## src/rtl/ram_block_copier.sv

```systemverilog
// Block copier between two regions of a single-port-per-direction RAM with memmove semantics.
// One word is read and the previously read word is written in every COPY cycle.
module ram_block_copier #(
  parameter int unsigned ADDR_W = 6,
  parameter int unsigned DATA_W = 8
) (
  input  logic              Clk,
  input  logic              Reset,
  input  logic              Start,
  input  logic [ADDR_W-1:0] SrcAddr,
  input  logic [ADDR_W-1:0] DstAddr,
  input  logic [ADDR_W:0]   Length,
  input  logic              Abort,
  output logic              Busy,
  output logic              Done,
  output logic              Error,
  output logic [ADDR_W-1:0] ramReadAddress,
  output logic              ramReadEn,
  input  logic [DATA_W-1:0] ramReadData,
  output logic [ADDR_W-1:0] ramWriteAddress,
  output logic [DATA_W-1:0] ramWriteData,
  output logic              ramWriteEn
);

  localparam int unsigned CNT_W = ADDR_W + 1;
  localparam int unsigned SUM_W = ADDR_W + 2;
  localparam logic [SUM_W-1:0] DEPTH = SUM_W'(1) << ADDR_W;

  typedef enum logic [1:0] {IDLE, COPY, DONE} state_t;

  state_t            state, stateNext;
  logic [ADDR_W-1:0] srcQ, dstQ;
  logic [CNT_W-1:0]  lenQ, idxQ;
  logic [DATA_W-1:0] holdQ;
  logic              descQ, errQ;

  logic [SUM_W-1:0]  srcSum, dstSum;
  logic              reject, trivial, readPhase, writePhase, active;
  logic [CNT_W-1:0]  readOffset, writeOffset;

  // Request screening, done on the live inputs in the Start cycle.
  assign srcSum  = SUM_W'(SrcAddr) + SUM_W'(Length);
  assign dstSum  = SUM_W'(DstAddr) + SUM_W'(Length);
  assign reject  = (SUM_W'(Length) > DEPTH) || (srcSum > DEPTH) || (dstSum > DEPTH);
  assign trivial = (Length == '0) || (SrcAddr == DstAddr);

  assign readPhase  = idxQ < lenQ;
  assign writePhase = idxQ != '0;
  assign active     = !Reset && !Abort;

  // Descending order walks from the top of the block so an overlapping higher destination is safe.
  assign readOffset  = descQ ? (lenQ - CNT_W'(1) - idxQ) : idxQ;
  assign writeOffset = descQ ? (lenQ - idxQ) : (idxQ - CNT_W'(1));

  assign Busy  = !Reset && (state != IDLE);
  assign Done  = !Reset && (state == DONE);
  assign Error = Done && errQ;

  always_comb begin
    stateNext       = state;
    ramReadEn       = 1'b0;
    ramReadAddress  = '0;
    ramWriteEn      = 1'b0;
    ramWriteAddress = '0;
    ramWriteData    = '0;
    case (state)
      IDLE: begin
        if (Start) begin
          if (reject || trivial) stateNext = DONE;
          else                   stateNext = COPY;
        end
      end
      COPY: begin
        ramReadAddress  = ADDR_W'(CNT_W'(srcQ) + readOffset);
        ramWriteAddress = ADDR_W'(CNT_W'(dstQ) + writeOffset);
        ramWriteData    = holdQ;
        ramReadEn       = active && readPhase;
        ramWriteEn      = active && writePhase;
        if (Abort)             stateNext = IDLE;
        else if (idxQ == lenQ) stateNext = DONE;
      end
      DONE:    stateNext = IDLE;
      default: stateNext = IDLE;
    endcase
  end

  always_ff @(posedge Clk) begin
    if (Reset) begin
      state <= IDLE;
      srcQ  <= '0;
      dstQ  <= '0;
      lenQ  <= '0;
      idxQ  <= '0;
      holdQ <= '0;
      descQ <= 1'b0;
      errQ  <= 1'b0;
    end else begin
      state <= stateNext;
      case (state)
        IDLE: begin
          if (Start) begin
            srcQ  <= SrcAddr;
            dstQ  <= DstAddr;
            lenQ  <= Length;
            idxQ  <= '0;
            descQ <= DstAddr > SrcAddr;
            errQ  <= reject;
          end
        end
        COPY: begin
          if (Abort) begin
            idxQ <= '0;
          end else begin
            if (readPhase) holdQ <= ramReadData;
            idxQ <= idxQ + CNT_W'(1);
          end
        end
        default: idxQ <= '0;
      endcase
    end
  end

endmodule

```

## config.mk

```make
export PLATFORM = sky130hd
export DESIGN_NAME = ram_block_copier
export DESIGN_NICKNAME = d
export VERILOG_FILES = /design/src/rtl/ram_block_copier.sv
export SDC_FILE = /design/constraint.sdc
export NUM_CORES = 1
export LEC_CHECK = 0
export CORE_MARGIN = 3
export CORE_UTILIZATION = 40
export CTS_CLUSTER_DIAMETER = 50
export CTS_CLUSTER_SIZE = 16
export DETAILED_ROUTE_END_ITERATION = 7
export SLEW_MARGIN = 10
export SYNTH_ARGS = -nofsm -noshare
export SYNTH_HDL_FRONTEND = slang
export SYNTH_SLANG_ARGS = --single-unit
```

## constraint.sdc

```tcl
create_clock -name Clk -period 6.8 [get_ports Clk]
set_input_delay 0.68 -clock Clk [delete_from_list [all_inputs] [get_ports Clk]]
set_output_delay 0.68 -clock Clk [all_outputs]
set_load 0.01 [all_outputs]
```

==> results of run 1 <==
-- final cells by class --
class	count	share of cell area
clock buffers	5	0.0169
clock inverters	3	0.0169
inverters	37	0.0342
multi-input cells	335	0.576
flip-flops and latches	38	0.187
well taps	102	0.0314
repair buffers	56	0.137
-- synthesized netlist by cell type, drive strengths merged, types with 2 or more instances --
cell type  instances  area share
clkbuf            11       0.016
or3                4      0.0075
o21ai             17       0.026
buf                6       0.010
dfxtp             38        0.23
o31ai              4       0.011
and2              12       0.023
xor2              11       0.029
ha                44        0.17
a211o              3      0.0083
nor3              10       0.015
nor2              43       0.049
a211oi             2      0.0075
mux2i              9       0.027
xnor2             21       0.055
o21bai             4      0.0090
a21o              13       0.029
a21oi             42       0.063
nand2             54       0.061
nand3b             2      0.0045
a221oi             2      0.0090
nand4              2      0.0038
nor4               2      0.0038
inv               37       0.042
nand3              7       0.011
nor3b              2      0.0045
nor2b              4      0.0075
nand2b             2      0.0038
fa                 6       0.036
-- registers in the layout, summed over array words and instances (netlist names) --
register  count
srcQ          6
lenQ          7
holdQ         8
errQ          1
state         2
descQ         1
dstQ          6
idxQ          7
-- worst min-delay path by stage --
stage,start,to,slack [ns],cells past startpoint
floorplan,lenQ[5],lenQ[5],0.44,2
global placement,dstQ[0],dstQ[0],0.45,2
detailed placement,lenQ[6],lenQ[6],0.45,2
CTS,lenQ[6],lenQ[6],0.46,2
global route,lenQ[5],lenQ[5],0.49,2
finish,lenQ[6],lenQ[6],0.46,2
-- worst max-delay path: stages, from the launching register on --
cell and delay (ns):
sky130_fd_sc_hd__dfxtp_1 0.35, sky130_fd_sc_hd__inv_1 0.22, sky130_fd_sc_hd__ha_1 0.29, sky130_fd_sc_hd__fa_1 0.44
sky130_fd_sc_hd__nand2_1 0.07, sky130_fd_sc_hd__o21ai_0 0.11, sky130_fd_sc_hd__ha_1 0.31, sky130_fd_sc_hd__a21o_1 0.17
sky130_fd_sc_hd__a21oi_1 0.21, sky130_fd_sc_hd__o21bai_1 0.10, sky130_fd_sc_hd__a21oi_1 0.18, sky130_fd_sc_hd__xor2_1 0.19
sky130_fd_sc_hd__xnor2_1 0.08, sky130_fd_sc_hd__nor2_1 0.09, sky130_fd_sc_hd__clkdlybuf4s50_1 0.55
-- report_power, final --
part | total (mW) | leakage, nW | switching (mW) | internal [mW]
sequential | 0.245 | 0.310 | 0.0111 | 0.233
clock | 0.231 | 0.0683 | 0.0843 | 0.147
combinational | 0.218 | 1.41 | 0.115 | 0.103
-- per-layer routing --
metal / up-vias / share of wire / global-route usage
met5: - / 0 / 0
met4: 0 / 0.0097 / 0.0356
met3: 7 / 0.021 / 0.0194
met2: 40 / 0.48 / 0.292
met1: 1333 / 0.49 / 0.232
li1: 1540 / - / -
-- stage by stage --
step	utilization	setup WS, ns
finish	0.515	2.46
global route	0.515	2.18
CTS	0.515	2.45
detailed placement	0.497	2.77
global placement	0.497	2.89
floorplan	-	3.47
-- cell families (layout without fill, tap and decap cells) --
kind of cell               count (synthesis)  in the layout  synth area share
and+or+nand+nor                          148            148             0.202
AOI/OAI and AO/OA                         95             95             0.184
buffers and inverters                     54            101            0.0678
adders and majority gates                 50             50             0.202
DFF                                       38             38             0.229
xor gates and xnor gates                  32             32            0.0843
muxes                                     10             10            0.0305
==> out/qor.csv, run 1 <==
stage,metric,value,unit
pwr,reported leakage power,1.78,nW
clock_tree,CTS Hold Bufs,0,
synth,share of flip-flops with an asynchronous set or reset,0,
synth,post-synth net total,508,
clock_tree,CTS-repair resized insts,0,
timing,setup skew after layout,0.00918,ns
worst_setup_path,worst reg2reg startpoint,lenQ[4],
clock_tree,clock root cell,sky130_fd_sc_hd__clkbuf_8,
synth,Synth Cell Area,3320,um^2
worst_setup_path,startpoint of the most critical setup path,idxQ[0],
placed_design,placed cell count,568,
synth,count of unique library cells instantiated by Yosys,49,
clock_tree,number of sinks handled by clock tree synthesis,38,
min_path,Min-Delay Path Class,reg2reg,
worst_setup_path,CP max FO,8,
floorplan,placeable core area,7890,um^2
cells_and_area,number of inserted filler cells in the final layout,773,
floorplan,number of top-level design ports,56,
timing,total setup violations reported at the end of the flow,0,
floorplan,Total Die Area,9440,um^2
cells_and_area,final antenna diode count,0,
synth,number of warnings reported in the yosys synthesis log,0,
clock_tree,CTS buffer count,5,
global_route,largest net degree at the start of global routing,39,
detailed_routing,Detailed Route Iter0 Violations,80,
synth,predominant post-synthesis flop cell,sky130_fd_sc_hd__dfxtp_1,
timing,relative slew slack,0.295,
worst_setup_path,Worst Setup Path Type,reg2out,
detailed_routing,number of search-and-repair iterations in the first detailed-routing pass,4,
pwr,cell area power density,171,nW/um^2
detailed_routing,detailed-route vias per instance,5.07,
timing,transition time of the tightest slew-check pin,1.06,ns
timing,final hold violations,0,
pwr,total power of the final layout,0.694,mW
timing,final worst-path cycle share,0.638,
clock_tree,clock-pin slew on the worst setup and hold paths,0.08,ns
timing,total count of max-transition violations in the final report,0,
placed_design,gp weighted congestion,0.849,
worst_setup_path,number of cells traversed by the worst register-to-register path,9,
cells_and_area,"commonest cells after routing, fill and taps aside","sky130_fd_sc_hd__clkdlybuf4s50_1, sky130_fd_sc_hd__nand2_1, sky130_fd_sc_hd__ha_1, sky130_fd_sc_hd__nor2_1, sky130_fd_sc_hd__a21oi_1",
cells_and_area,non-filler instance count after layout,576,
worst_setup_path,required time worst endpoint,6.12,ns
timing,Worst Hold Margin,0.462,ns
run_status,result of the run,finished clean,
clock_tree,worst-skew pair later-pin latency,0.29,ns
pwr,Worst VDD drop,130,uV
floorplan,die extent in x,97.2,um
detailed_routing,wire per inst,13.9,um
cells_and_area,fraction of final layout cells with drive strength greater than 1,0.0401,
worst_setup_path,setup slack of the worst register-to-register path,4.04,ns
detailed_routing,post-route ant nets,0,
floorplan,die height,97.2,um
cells_and_area,area growth from synthesis to final layout,22.2,%
placed_design,count of input and output buffers,55,
global_route,total grt overflow,0,
synth,Seq cells post-synth,38,
clock_tree,postcts setup bufs,0,
cells_and_area,Final Instance Area,4060,um^2
cells_and_area,area of all sequential standard cells,761,um^2
cells_and_area,nets,554,
floorplan,initial core utilization,0.421,
placed_design,standard cell area after detailed placement,3920,um^2
worst_setup_path,Crit. End Element,primary output,
cells_and_area,area occupied by multi-input gates,2340,um^2
job,number of max-cap violations,0,
detailed_routing,vias after detailed routing,2920,
timing,RSZ-0062 raised after global routing,no,
global_route,number of global-route vias before repair,2866,
global_route,initial antenna violation count,0,
clock_tree,TritonCTS clock tree,done,
global_route,overall track demand over capacity in global routing,0.171,
floorplan,Std-Cell Rows,32,
timing,minimum clock period,4.34,ns
synth,gate count after technology mapping,427,
worst_setup_path,Worst setup endpoint,ramReadAddress[5],
synth,sequential-to-total area share from yosys stat,0.229,
timing,Final TNS setup,0,ns
worst_setup_path,endpoint of the worst register-to-register path,holdQ[7],
synth,"EDFF count, synth",0,
clock_tree,maximum level of the CTS H-tree,2,
worst_setup_path,CP Data Arrival Time,3.66,ns
clock_tree,number of buffers between clock root and the deepest sink,2,
synth,synthesized area per cell,7.78,um^2
worst_setup_path,CP Launch Type,flop,
timing,highest clock rate,0.231,GHz
detailed_routing,WL final,8.01,mm
global_route,wire length of the first global-routing pass,13.6,mm
cells_and_area,"commonest non-fill, non-tap cell in the layout",sky130_fd_sc_hd__clkdlybuf4s50_1,
detailed_routing,Post-route DRC,0,
placed_design,post-DP HPWL,6.54,mm
No activity file was read; power rests on OpenSTA's default activity.
==> run 2, diff against run 1 <==
--- a/config.mk
+++ b/config.mk
@@ -10,6 +10,7 @@
 export CTS_CLUSTER_DIAMETER = 50
 export CTS_CLUSTER_SIZE = 16
 export DETAILED_ROUTE_END_ITERATION = 7
+export PLACE_DENSITY = 0.65
 export SLEW_MARGIN = 10
 export SYNTH_ARGS = -nofsm -noshare
 export SYNTH_HDL_FRONTEND = slang
==> constraint.sdc (replaced) <==
create_clock -name Clk -period 3.8 [get_ports Clk]
set_input_delay 0.38 -clock Clk [delete_from_list [all_inputs] [get_ports Clk]]
set_output_delay 0.38 -clock Clk [all_outputs]
set_load 0.01 [all_outputs]
==> out/qor.csv, run 2 (synthesis gave the netlist of run 1 again) <==
stage,metric,value,unit
timing,minimum clock period,3.63,ns
cells_and_area,nets,560,
global_route,routing usage on met3,0.0302,
floorplan,initial core utilization,0.421,
pwr,reported leakage power,1.82,nW
job,number of max-cap violations,0,
floorplan,number of top-level design ports,56,
worst_setup_path,required time worst endpoint,3.42,ns
placed_design,count of input and output buffers,55,
worst_setup_path,CP max stage delay,0.55,ns
cells_and_area,final antenna diode count,0,
timing,Worst Hold Margin,0.463,ns
detailed_routing,Detailed Route Iter0 Violations,114,
placed_design,post-DP HPWL,6.93,mm
detailed_routing,Post-route DRC,0,
pwr,Logic pwr share,0.320,
pwr,switching fraction of total power,0.308,
cells_and_area,Final Instance Area,4110,um^2
clock_tree,CTS buffer count,5,
clock_tree,CTS Hold Bufs,0,
detailed_routing,wire per inst,14.6,um
clock_tree,TritonCTS clock tree,done,
clock_tree,clock root cell,sky130_fd_sc_hd__clkbuf_8,
worst_setup_path,CP top delay family,adder cells,
worst_setup_path,Worst Setup Path Type,reg2out,
pwr,proportion of power drawn by the clock network,0.334,
clock_tree,worst-skew pair later-pin latency,0.30,ns
min_path,Min-Delay Path Class,reg2reg,
clock_tree,number of buffers between clock root and the deepest sink,2,
clock_tree,postcts setup bufs,0,
floorplan,Total Die Area,9440,um^2
cells_and_area,register with the most flip-flops,holdQ,
timing,final hold violations,0,
cells_and_area,area occupied by multi-input gates,2340,um^2
worst_setup_path,Crit. End Element,primary output,
worst_setup_path,slowest library cell on the worst path,sky130_fd_sc_hd__clkdlybuf4s50_1,
pwr,Worst VDD drop,147,uV
timing,final worst-path cycle share,0.956,
detailed_routing,post-route ant nets,0,
timing,highest clock rate,0.275,GHz
clock_tree,clock-pin slew on the worst setup and hold paths,0.09,ns
placed_design,gp weighted congestion,0.932,
timing,transition time of the tightest slew-check pin,1.02,ns
worst_setup_path,number of buffers and inverters on the critical path,4,
run_status,result of the run,finished clean,
cells_and_area,top flop regs,"holdQ (8), idxQ (7), lenQ (7)",
cells_and_area,number of inserted filler cells in the final layout,759,
clock_tree,number of sinks handled by clock tree synthesis,38,
cells_and_area,"commonest cells after routing, fill and taps aside","sky130_fd_sc_hd__nand2_1, sky130_fd_sc_hd__clkdlybuf4s50_1, sky130_fd_sc_hd__ha_1, sky130_fd_sc_hd__nor2_1, sky130_fd_sc_hd__a21oi_1",
pwr,Reg power frac,0.347,
detailed_routing,number of search-and-repair iterations in the first detailed-routing pass,6,
floorplan,die extent in x,97.2,um
floorplan,Std-Cell Rows,32,
timing,setup skew after layout,0.00983,ns
detailed_routing,vias after detailed routing,2984,
detailed_routing,detailed-route vias per instance,5.13,
pwr,power spent charging and discharging nets,0.387,mW
placed_design,Post-Place Worst Slack,0.158,ns
floorplan,placeable core area,7890,um^2
cells_and_area,area growth from synthesis to final layout,23.8,%
clock_tree,CTS-repair resized insts,5,
timing,relative slew slack,0.317,
timing,RSZ-0062 raised after global routing,no,
global_route,initial antenna violation count,0,
global_route,wire length of the first global-routing pass,14.8,mm
global_route,number of global-route vias before repair,3000,
worst_setup_path,CP max FO,3,
global_route,overall track demand over capacity in global routing,0.188,
global_route,largest net degree at the start of global routing,24,
worst_setup_path,sequence of cells on the critical path,buf_4 -> ha_1 -> fa_1 -> nand2_1 -> o21ai_0 -> inv_1 -> fa_1 -> inv_1 -> a21o_1 -> a21oi_1 -> xor2_1 -> nor2_1 -> clkdlybuf4s50_1,
clock_tree,maximum level of the CTS H-tree,2,
cells_and_area,max reg flops,8,
global_route,grt met1 use,0.254,
timing,Final TNS setup,0,ns
cells_and_area,fraction of final layout cells with drive strength greater than 1,0.0625,
timing,total setup violations reported at the end of the flow,0,
pwr,cell area power density,306,nW/um^2
floorplan,die height,97.2,um
global_route,total grt overflow,0,
timing,total count of max-transition violations in the final report,0,
cells_and_area,"commonest non-fill, non-tap cell in the layout",sky130_fd_sc_hd__nand2_1,
global_route,GRT busiest layer,met2,
global_route,met2 GRT Util,0.314,
worst_setup_path,CP Data Arrival Time,3.25,ns
timing,PnR worst setup slack,0.169,ns
worst_setup_path,CP Launch Type,flop,
pwr,internal power,0.870,mW
cells_and_area,area of all sequential standard cells,762,um^2
placed_design,standard cell area after detailed placement,3970,um^2
detailed_routing,WL final,8.47,mm
run 2: routing by layer:
layer  vias to the layer above  wire length [um]
li1                       1553                 -
met1                      1357              4110
met2                        64              3940
met3                        10               318
met4                         0               107
met5                         -                 0
run 2: cell type report:
cell class                      count  share of cell area
Multi-Input combinational cell    335               0.570
Sequential cell                    38               0.185
Timing Repair Buffer               62               0.146
Inverter                           37              0.0338
Tap cell                          102              0.0310
Clock buffer                        5              0.0167
Clock inverter                      3              0.0167
run 2: final timing paths:
check	startpoint	to	slack, ns	cells after the start
worst max-delay path	lenQ[0]	ramReadAddress[4]	0.17	13
worst min-delay path	lenQ[6]	lenQ[6]	0.46	2
worst max register to register	lenQ[2]	holdQ[5]	1.52	10
worst min register to register	lenQ[6]	lenQ[6]	0.46	2
run 2: power groups by stage:
stage	logic [mW]	registers (mW)	clock network, mW
5_1_grt	0.457	0.439	0.448
4_1_cts	0.402	0.436	0.432
3_5_place_dp	0.398	0.445	0
2_1_floorplan	0.287	0.438	0
3_3_place_gp	0.389	0.444	0
6_report	0.402	0.436	0.420
run 2: worst min-delay path, cell delays in order, from the launching register on:
cell and delay (ns):
sky130_fd_sc_hd__dfxtp_1 0.32, sky130_fd_sc_hd__nand2_1 0.05, sky130_fd_sc_hd__a21oi_1 0.05
run 2: metrics by stage:
stage | util | cells | total power [mW]
finish | 0.521 | 582 | 1.26
global route | 0.521 | 582 | 1.34
CTS | 0.521 | 582 | 1.27
detailed placement | 0.503 | 574 | 0.843
global placement | 0.503 | 574 | 0.833
floorplan | - | 427 | 0.725
==> run 3, diff against run 2 <==
--- a/config.mk
+++ b/config.mk
@@ -5,6 +5,7 @@
 export SDC_FILE = /design/constraint.sdc
 export NUM_CORES = 1
 export LEC_CHECK = 0
+export CAP_MARGIN = 20
 export CORE_MARGIN = 3
 export CORE_UTILIZATION = 40
 export CTS_CLUSTER_DIAMETER = 50
==> out/qor.csv, run 3 (synthesis gave the netlist of run 1 again) <==
stage,metric,value,unit
floorplan,die extent in x,97.2,um
floorplan,die height,97.2,um
timing,relative slew slack,0.486,
job,number of max-cap violations,0,
placed_design,Post-Place Worst Slack,0.158,ns
global_route,number of global-route vias before repair,3000,
timing,RSZ-0062 raised after global routing,no,
global_route,initial antenna violation count,0,
floorplan,placeable core area,7890,um^2
floorplan,Total Die Area,9440,um^2
timing,minimum clock period,3.63,ns
worst_setup_path,CP Launch Type,flop,
global_route,largest net degree at the start of global routing,24,
pwr,Worst VDD drop,147,uV
placed_design,post-DP HPWL,6.93,mm
clock_tree,worst-skew pair later-pin latency,0.30,ns
placed_design,standard cell area after detailed placement,3970,um^2
timing,final worst-path cycle share,0.955,
timing,Final TNS setup,0,ns
run_status,result of the run,finished clean,
detailed_routing,Detailed Route Iter0 Violations,121,
worst_setup_path,CP max FO,3,
detailed_routing,vias after detailed routing,2994,
timing,PnR worst setup slack,0.171,ns
cells_and_area,nets,561,
timing,total setup violations reported at the end of the flow,0,
global_route,total grt overflow,0,
clock_tree,number of sinks handled by clock tree synthesis,38,
floorplan,Std-Cell Rows,32,
cells_and_area,max reg flops,8,
cells_and_area,register with the most flip-flops,holdQ,
worst_setup_path,Worst Setup Path Type,reg2out,
floorplan,initial core utilization,0.421,
detailed_routing,WL final,8.47,mm
detailed_routing,post-route ant nets,0,
timing,total count of max-transition violations in the final report,0,
clock_tree,CTS buffer count,5,
clock_tree,maximum level of the CTS H-tree,2,
clock_tree,clock root cell,sky130_fd_sc_hd__clkbuf_8,
cells_and_area,final antenna diode count,0,
placed_design,gp weighted congestion,0.932,
pwr,reported leakage power,1.83,nW
timing,Worst Hold Margin,0.463,ns
clock_tree,TritonCTS clock tree,done,
worst_setup_path,required time worst endpoint,3.42,ns
clock_tree,number of buffers between clock root and the deepest sink,2,
timing,highest clock rate,0.276,GHz
min_path,Min-Delay Path Class,reg2reg,
detailed_routing,wire per inst,14.5,um
pwr,cell area power density,305,nW/um^2
worst_setup_path,Crit. End Element,primary output,
cells_and_area,fraction of final layout cells with drive strength greater than 1,0.0644,
global_route,wire length of the first global-routing pass,14.8,mm
placed_design,count of input and output buffers,55,
timing,transition time of the tightest slew-check pin,0.769,ns
clock_tree,clock-pin slew on the worst setup and hold paths,0.09,ns
global_route,overall track demand over capacity in global routing,0.188,
detailed_routing,Post-route DRC,0,
cells_and_area,top flop regs,"holdQ (8), idxQ (7), lenQ (7)",
cells_and_area,"commonest non-fill, non-tap cell in the layout",sky130_fd_sc_hd__nand2_1,
cells_and_area,Final Instance Area,4120,um^2
cells_and_area,area growth from synthesis to final layout,24.1,%
floorplan,number of top-level design ports,56,
worst_setup_path,CP Data Arrival Time,3.25,ns
detailed_routing,detailed-route vias per instance,5.14,
timing,setup skew after layout,0.0102,ns
detailed_routing,number of search-and-repair iterations in the first detailed-routing pass,4,
cells_and_area,"commonest cells after routing, fill and taps aside","sky130_fd_sc_hd__nand2_1, sky130_fd_sc_hd__clkdlybuf4s50_1, sky130_fd_sc_hd__ha_1, sky130_fd_sc_hd__nor2_1, sky130_fd_sc_hd__a21oi_1",
timing,final hold violations,0,
run 3: worst max-delay path, cell delays in order (launching register included):
cell and delay (ns):
sky130_fd_sc_hd__dfxtp_1 0.32, sky130_fd_sc_hd__buf_4 0.14, sky130_fd_sc_hd__ha_1 0.26, sky130_fd_sc_hd__fa_1 0.50
sky130_fd_sc_hd__nand2_1 0.05, sky130_fd_sc_hd__o21ai_0 0.12, sky130_fd_sc_hd__inv_1 0.10, sky130_fd_sc_hd__fa_1 0.44
sky130_fd_sc_hd__inv_1 0.08, sky130_fd_sc_hd__a21o_1 0.11, sky130_fd_sc_hd__a21oi_1 0.07, sky130_fd_sc_hd__xor2_1 0.14
sky130_fd_sc_hd__nor2_1 0.08, sky130_fd_sc_hd__clkdlybuf4s50_1 0.55
run 3: stage by stage:
step                instances  power, mW   util
floorplan                 427      0.725      -
global placement          574      0.833  0.503
detailed placement        574      0.843  0.503
CTS                       582       1.27  0.521
global route              583       1.35  0.523
finish                    583       1.26  0.523
run 3: layout make-up:
class	count	area, um^2
tap	102	128
multi-input combinational	335	2340
timing repair buffer	63	613
fill	760	3760
clock buffer	5	68.8
clock inverter	3	68.8
sequential	38	762
inverter	37	139
run 3: worst paths after layout:
kind | from | to | slack, ns | depth (start not counted)
max | lenQ[0] | ramReadAddress[4] | 0.17 | 13
min | lenQ[6] | lenQ[6] | 0.46 | 2
max reg2reg | lenQ[2] | holdQ[5] | 1.52 | 10
min reg2reg | lenQ[6] | lenQ[6] | 0.46 | 2
run 3: timing repair:
item	4_1_cts	5_1_grt
resized for setup	5	3
hold buffers	0	0
gates cloned	0	0
endpoints found under the setup margin	2	1
setup buffers	0	0
run 3: where the power goes:
part           switching (mW)  internal (mW)
combinational           0.213          0.191
sequential             0.0178          0.418
clock                   0.155          0.263
total                   0.385          0.872
run 3: metal layers:
| metal | GRT usage | vias up | routed length, um | part of all wire |
|---|---|---|---|---|
| met5 | 0 | - | 0 | 0 |
| met1 | 0.254 | 1361 | 4050 | 0.48 |
| met2 | 0.314 | 69 | 3960 | 0.47 |
| met4 | 0.0421 | 0 | 95 | 0.011 |
| met3 | 0.0302 | 8 | 359 | 0.042 |
| li1 | - | 1556 | - | - |
